## config.mk

```make
export PLATFORM = sky130hd
export DESIGN_NAME = keypad_debounce_bank
export DESIGN_NICKNAME = d
export VERILOG_FILES = /design/src/rtl/keypad_debounce_bank_pkg.sv /design/src/rtl/keypad_debounce_bank_channel.sv /design/src/rtl/keypad_debounce_bank.sv
export SDC_FILE = /design/constraint.sdc
export NUM_CORES = 1
export LEC_CHECK = 0
export ABC_AREA = 1
export CORE_MARGIN = 2
export CORE_UTILIZATION = 55
export DETAILED_ROUTE_END_ITERATION = 10
export PLACE_DENSITY = 0.82
export SLEW_MARGIN = 0
export SYNTH_ARGS = -nofsm -noshare
export SYNTH_HDL_FRONTEND = slang
export SYNTH_HIERARCHICAL = 1
export SYNTH_SLANG_ARGS = --single-unit
```

## constraint.sdc

```tcl
create_clock -name Clock -period 2.54 [get_ports Clock]
set_clock_uncertainty 0.05 [all_clocks]
set_input_delay 0.635 -clock Clock [delete_from_list [all_inputs] [get_ports Clock]]
set_output_delay 0.635 -clock Clock [all_outputs]
set_load 0.02 [all_outputs]
```

## src/rtl/keypad_debounce_bank_pkg.sv

```systemverilog
// Shared constants and helpers for the keypad debounce bank.
package keypad_debounce_bank_pkg;

  localparam int DEBOUNCE_SYNC_STAGES = 2;
  localparam int DEFAULT_DEPTH        = 4;
  localparam int DEFAULT_TICK_DIV     = 1;

  // Counter width for a divider: clog2 with a floor of one bit.
  function automatic int cnt_width(input int div);
    return (div <= 2) ? 1 : $clog2(div);
  endfunction

endpackage

```

## src/rtl/keypad_debounce_bank_channel.sv

```systemverilog
// One debounce channel: input synchroniser, sample history and stable-level
// decision with single-cycle rise/fall strobes.
module debounce_channel
  import keypad_debounce_bank_pkg::*;
#(
  parameter int DEPTH = DEFAULT_DEPTH
) (
  input  logic Clock,
  input  logic Reset,
  input  logic sample,
  input  logic Enable,
  input  logic Load,
  input  logic R,
  input  logic In,
  output logic Q,
  output logic Rise,
  output logic Fall,
  output logic q_next
);

  logic [DEBOUNCE_SYNC_STAGES-1:0] sync_reg;
  logic [DEPTH-1:0]                hist_reg, hist_next;
  logic                            q_reg, rise_reg, fall_reg;
  logic                            rise_next, fall_next;
  logic                            s2;

  assign s2 = sync_reg[DEBOUNCE_SYNC_STAGES-1];

  // The decision looks at the history as it stands before this cycle's shift.
  always_comb begin
    hist_next = hist_reg;
    q_next    = q_reg;
    rise_next = 1'b0;
    fall_next = 1'b0;
    if (Load) begin
      hist_next = {DEPTH{R}};
      q_next    = R;
    end else if (Enable) begin
      if (sample)
        hist_next = {hist_reg[DEPTH-2:0], s2};
      if ((&hist_reg) && !q_reg) begin
        q_next    = 1'b1;
        rise_next = 1'b1;
      end else if (!(|hist_reg) && q_reg) begin
        q_next    = 1'b0;
        fall_next = 1'b1;
      end
    end
  end

  always_ff @(posedge Clock or posedge Reset) begin
    if (Reset) begin
      sync_reg <= '0;
      hist_reg <= '0;
      q_reg    <= 1'b0;
      rise_reg <= 1'b0;
      fall_reg <= 1'b0;
    end else begin
      sync_reg <= {sync_reg[DEBOUNCE_SYNC_STAGES-2:0], In};
      hist_reg <= hist_next;
      q_reg    <= q_next;
      rise_reg <= rise_next;
      fall_reg <= fall_next;
    end
  end

  assign Q    = q_reg;
  assign Rise = rise_reg;
  assign Fall = fall_reg;

endmodule

```

## src/rtl/keypad_debounce_bank.sv

```systemverilog
// Multi-channel keypad debouncer: shared sample prescaler, Tick/Any
// registers and one debounce_channel per input line.
module keypad_debounce_bank
  import keypad_debounce_bank_pkg::*;
#(
  parameter int CHANNELS = 4,
  parameter int DEPTH    = DEFAULT_DEPTH,
  parameter int TICK_DIV = DEFAULT_TICK_DIV
) (
  input  logic                Clock,
  input  logic                Reset,
  input  logic                Enable,
  input  logic                Load,
  input  logic [CHANNELS-1:0] R,
  input  logic [CHANNELS-1:0] In,
  output logic [CHANNELS-1:0] Q,
  output logic [CHANNELS-1:0] Rise,
  output logic [CHANNELS-1:0] Fall,
  output logic                Any,
  output logic                Tick
);

  localparam int             CW       = cnt_width(TICK_DIV);
  localparam logic [CW-1:0]  CNT_LAST = CW'(TICK_DIV - 1);

  logic [CW-1:0]       cnt_reg, cnt_next;
  logic                sample;
  logic                tick_reg, any_reg;
  logic [CHANNELS-1:0] q_next;

  // A Load cycle swallows any sample that would have landed on it.
  assign sample = Enable && !Load && (cnt_reg == CNT_LAST);

  always_comb begin
    cnt_next = cnt_reg;
    if (Load)
      cnt_next = '0;
    else if (Enable)
      cnt_next = (cnt_reg == CNT_LAST) ? '0 : cnt_reg + 1'b1;
  end

  always_ff @(posedge Clock or posedge Reset) begin
    if (Reset) begin
      cnt_reg  <= '0;
      tick_reg <= 1'b0;
      any_reg  <= 1'b0;
    end else begin
      cnt_reg  <= cnt_next;
      tick_reg <= sample;
      any_reg  <= |q_next;
    end
  end

  generate
    for (genvar gi = 0; gi < CHANNELS; gi++) begin : g_ch
      debounce_channel #(.DEPTH(DEPTH)) u_ch (
        .Clock  (Clock),
        .Reset  (Reset),
        .sample (sample),
        .Enable (Enable),
        .Load   (Load),
        .R      (R[gi]),
        .In     (In[gi]),
        .Q      (Q[gi]),
        .Rise   (Rise[gi]),
        .Fall   (Fall[gi]),
        .q_next (q_next[gi])
      );
    end
  endgenerate

  assign Tick = tick_reg;
  assign Any  = any_reg;

endmodule
```

==> reports/qor.txt <==
Max_cap viols = 0
Fin crit share = 80.2%
Fin cells = 259
Antenna diodes = 0
Clock Latency Late Sink = 0.35 ns
Leakage = 0.971 nW
Clock slew at reported path FFs = 0.12 ns
Syn Inst Count = 192
Vias in the first global route = 1312
Highest Signal Layer = met4
Yosys top cell area share = 58.0%
GPL Wtd Cong = 0.896
Vias per std cell = 5.34
Count leader, synth = nand2_1
CTS tree = built
Critical path capture point type = primary output
PortBufs = 25
Sum of buffers and inverters on the critical path = 1
Slowest cell on the critical path = clkdlybuf4s50_1
Die X = 58.6 um
Gr usage total = 22.6%
Drt wl/cell = 12.9 um
CTS resizes = 0
Num ports = 26
Mapped cell area = 1640 um2
Combinational fraction of design power = 15.5%
Switch Pwr = 375 uW
Peak VDD IR = 0.490 mV
Max reg flops = 16
Share of cells above drive strength 1 = 11.8%
Syn-to-layout area delta = 24.0%
Starting Density = 58.4%
Full die area = 3430 um2
Final #Nets = 239
Worst slew pin tran = 0.355 ns
Routed met3 length = 246 um
Largest cells by area after synthesis = dfrtp_1 (58%), nand2_1 (9.4%), nor2_1 (6.2%)
Synth cell types = 12
Hold_ws = 0.316 ns
Average size of a mapped cell = 8.54 um2
Fmax = 491 MHz
Syn_nets = 204
CP peak stage delay = 0.62 ns
Largest net degree at the start of global routing = 14
Seq pwr share = 53.1%
Minimum clock period after layout = 2.04 ns
Setup_tns = 0 ns
Post-synth top area cell = dfrtp_1
Total power draw = 1.32 mW
Status = finished, violations left
Power Internal = 944 uW
Post-Place Cells = 251
Headroom to the max-slew limit = 76.3%
Sequential fraction of the synthesis area = 58.0%
Arrival @ worst endpoint = 1.35 ns
Final setup vio count = 0
Grt ovf = 0
Ys flop type = dfrtp_1
Number of synthesized flops with an enable pin = 0
Cell Pwr Density = 649 nW/um2
CP delay by family, top = buffers and inverters
Hold buffer count at CTS = 0
Final wirelength = 3.35 mm
Clock power frac = 31.4%
Final hold vios = 0
Clk root buf = clkbuf_4
Hold WC Path Type = reg2reg
Longest Clk Path Bufs = 2
DR WL met2 = 1.71 mm
Initial antenna violation count = 0
CTS buffer count = 5
Unrepaired setup endpoints after global routing = no
Setup CP Type = reg2out
CP max FO = 2
Net Sw Frac = 28.4%
First-pass GRT wire length = 5.64 mm
Share of flip-flops with an asynchronous set or reset = 100%
Top cells by count, synth = nand2_1 (41), dfrtp_1 (38), nor2_1 (27)
Starting DRC count in detailed routing = 78
Failing checks = DRC
Core ar. = 2810 um2
Vias = 1384
Hpwl dp = 2.47 mm
Yosys warns = 6
Setup Fix Bufs, Post-CTS = 0
Crit path required time = 1.86 ns
Post-layout util = 72.5%
Critical Path, Cell by Cell = clkdlybuf4s50_1
Post-route ant nets = 0
FF+latch count, synth = 38
# DRC = 4
Final slew viol count = 0
H-tree Lvls = 2
M1 WL = 1.35 mm
Die H = 58.6 um
TritonRoute pass-1 iters = 8
Clock sink count = 38
Rows = 19
CP startpoint kind = flip-flop
[cell families (layout without fill, tap and decap cells)]
kind of cell           Yosys count  count (layout)  share of synthesized area, %
flip-flops                      38              38                          58.0
buffers and inverters           30              66                          6.87
AND/OR/NAND/NOR                 96              96                          26.0
AO/OA/AOI/OAI                   28              28                          9.16
[placed cells by master (no fill, tap or decap), drive strengths merged]
cell	n
nand2	45
o21a	4
nand4	4
o21ai	12
nor3	4
nor2	27
clkdlybuf4s50	25
nand3	16
buf	3
clkinvlp	2
bufinv	1
a21oi	12
clkbuf	5
dfrtp	38
inv	30
[per-layer routing]
layer  track usage [%]  vias to the layer above
li1                  -                      678
met1              26.7                      634
met2              37.6                       66
met3              8.35                        6
met4              9.09                        0
met5                 0                        -
[through the flow]
stage | instance area [um2] | setup WS, ns
after floorplan | 1640 | 1.18
after global placement | 1950 | 0.421
after detailed placement | 1950 | 0.352
after CTS | 2030 | 0.487
after global routing | 2030 | 0.423
final | 2030 | 0.502
[layout make-up]
cell class              count  area [um2]
clock inverters             3        45.0
fillers                   218         772
multi-input cells         124         576
inverters                  30         113
well taps                  31        38.8
flip-flops and latches     38         951
clock buffers               5        37.5
repair buffers             28         273
[power groups by stage]
stage / Sequential [mW] / Clock (mW) / Combinational [mW]
6_report: 0.701 / 0.414 / 0.204
5_1_grt: 0.708 / 0.463 / 0.227
4_1_cts: 0.699 / 0.427 / 0.205
3_5_place_dp: 0.711 / 0 / 0.204
3_3_place_gp: 0.706 / 0 / 0.194
2_1_floorplan: 0.711 / 0 / 0.117
[final timing paths]
kind | from | end | slack (ns) | cells past startpoint
setup / recovery | g_ch[0].u_ch/Q | Q[0] | 0.50 | 1
hold / removal | g_ch[2].u_ch/sync_reg[0] | g_ch[2].u_ch/sync_reg[1] | 0.32 | 0
setup reg to reg | g_ch[1].u_ch/hist_reg[2] | Any | 1.38 | 6
hold reg to reg | g_ch[2].u_ch/sync_reg[0] | g_ch[2].u_ch/sync_reg[1] | 0.32 | 0
max in group asynchronous | Reset | g_ch[3].u_ch/Rise | 1.56 | 2
min in group asynchronous | Reset | Tick | 0.49 | 2
Note: power is estimated with default switching activity, not from simulation.
==> patch: new RTL, config.mk and constraints unchanged <==
Put a register stage on the output `Fall`. The value now appears one clock later. The other outputs are not delayed to match.
--- a/src/rtl/keypad_debounce_bank.sv
+++ b/src/rtl/keypad_debounce_bank.sv
@@ -22,6 +22,8 @@
 
   localparam int             CW       = cnt_width(TICK_DIV);
   localparam logic [CW-1:0]  CNT_LAST = CW'(TICK_DIV - 1);
+
+  logic [CHANNELS-1:0] Fall_d;
 
   logic [CW-1:0]       cnt_reg, cnt_next;
   logic                sample;
@@ -63,7 +65,7 @@
         .In     (In[gi]),
         .Q      (Q[gi]),
         .Rise   (Rise[gi]),
-        .Fall   (Fall[gi]),
+        .Fall   (Fall_d[gi]),
         .q_next (q_next[gi])
       );
     end
@@ -72,4 +74,8 @@
   assign Tick = tick_reg;
   assign Any  = any_reg;
 
+  always_ff @(posedge Clock) begin
+    Fall <= Fall_d;
+  end
+
 endmodule
Function: changed (a bounded check fails within 10 cycles, from zero or initial values and one cycle with Reset high).
==> patch against the original RTL <==
Maximum frequency is 0.22% higher; sequential cell count is 4 higher; count of clock-buffer cells in the layout is 1 higher; synthesized area is 4.9% higher; total power is 15% higher; routed wire length is 1.2% lower; worst setup slack better by 0.0045 ns; highest routed layer unchanged; sequential share of layout area is 1.1 points higher; final cell count is 2.7% higher; sequential power is 9.1% higher; critical endpoint is now Q[2]; cell area is 5.8% higher.
==> patch: results <==
[logic_synthesis]
synth_seq_area_share_pct = 59.97
yosysUniqueCellTypes = 13
ys_warn_count = 6
ys_top_cells_by_count = "nand2_1 (41), dfrtp_1 (38), nor2_1 (27), inv_1 (18), nand3_1 (16)"
ys_async_sr_fraction_pct = 90.48
synth_area_leaders = "dfrtp_1 (55%), nand2_1 (9.0%), nor2_1 (5.9%), dfxtp_1 (4.7%), nand3_1 (4.7%)"
syn-num-nets = 208

[worst_setup_path]
slowest_stage = "clkdlybuf4s50_1"
cpPeakStageDelay_ns = 0.61
cp.arrival_ns = 1.35
cp_max_fo = 2
crit_family = "buffers and inverters"

[global_route]
grt_pass1_vias = 1253
grt_use_total_pct = 20.92
grt_first_pass_wirelength_mm = 5.437
grt_antenna_before_repair = 0
grt_max_degree = 14

[finish]
largest_reg_flops = 16
fin_nets = 244
drive_above_1_share_pct = 12.02
antenna_cells = 0

[clocking]
insertion_delay_ns = 0.35
clockRootBuffer = "clkbuf_4"
cts_hold_buffers = 0
htree_levels = 2
clkTransAtPathRegs_ns = 0.13
postCtsSetupBuffers = 0
clockBufferDepth = 2
cts_buffers = 5
cts_resized = 0

[hold_path]
hold_path_class = "flip-flop to flip-flop"

[placed_design]
finalWeightedCongestion = 0.8277
hpwlAfterDp_mm = 2.307
preCtsSetupSlack_ns = 0.4559
io_buffers = 25

[sta]
worst_slew_pin_slew_ns = 0.3626

[status]
status = "finished, final reports clean"

[routing]
dr.pass1.iters = 4
drt_iter0_markers = 87
vias = 1406
wirelength_mm = 3.307

[power]
vdd_drop_max_v = 0.0004303
p_leak_nw = 1.029
patch: where the power goes:
part / total [W] / internal, W / switching, W
clock network: 0.000543 / 0.000334 / 0.000209
logic: 0.000203 / 0.0000852 / 0.000118
registers: 0.000765 / 0.000717 / 0.0000479
total: 0.00151 / 0.00114 / 0.000375
patch: path summary, 6_finish.rpt:
path                                          start                        to  slack, ns  cells past startpoint
max                                  g_ch[2].u_ch/Q                      Q[2]       0.51                      1
min                        g_ch[0].u_ch/sync_reg[0]  g_ch[0].u_ch/sync_reg[1]       0.31                      0
max reg2reg                g_ch[3].u_ch/hist_reg[2]                       Any       1.36                      6
min reg2reg                g_ch[0].u_ch/sync_reg[0]  g_ch[0].u_ch/sync_reg[1]       0.31                      0
max in group asynchronous                     Reset  g_ch[0].u_ch/hist_reg[1]       1.56                      2
min in group asynchronous                     Reset                      Tick       0.50                      2
patch: per-layer routing:
layer | vias up | part of all wire, % | track usage (%)
met5 | - | 0 | 0
met4 | 0 | 0.57 | 7.619
met3 | 2 | 5.6 | 7.143
met2 | 48 | 49 | 34.47
met1 | 663 | 45 | 25.39
li1 | 693 | - | -
patch: logic make-up (layout without fill, tap and decap cells):
logic type	Yosys count	in the layout	synth area share [%]
buffers and inverters	30	67	6.550
AND/OR/NAND/NOR	96	96	24.75
flip-flops	42	42	59.97
AO/OA/AOI/OAI	28	28	8.734
patch: metrics by stage:
stage / instance area, sq um / cells / hold WS, ns
detailed placement: 2041 / 258 / 0.2806
finish: 2152 / 266 / 0.3096
floorplan: 1719 / 196 / 0.2742
global placement: 2041 / 258 / 0.2743
global route: 2152 / 266 / 0.3220
CTS: 2152 / 266 / 0.3145
patch: final cells by class:
| cell class | instances | area (sq um) |
|---|---|---|
| Multi-Input combinational cell | 124 | 575.6 |
| Fill cell | 234 | 850.8 |
| Timing Repair Buffer | 29 | 280.3 |
| Sequential cell | 42 | 1031 |
| Tap cell | 33 | 41.29 |
| Inverter | 30 | 112.6 |
| Clock buffer | 6 | 51.30 |
| Clock inverter | 2 | 60.06 |
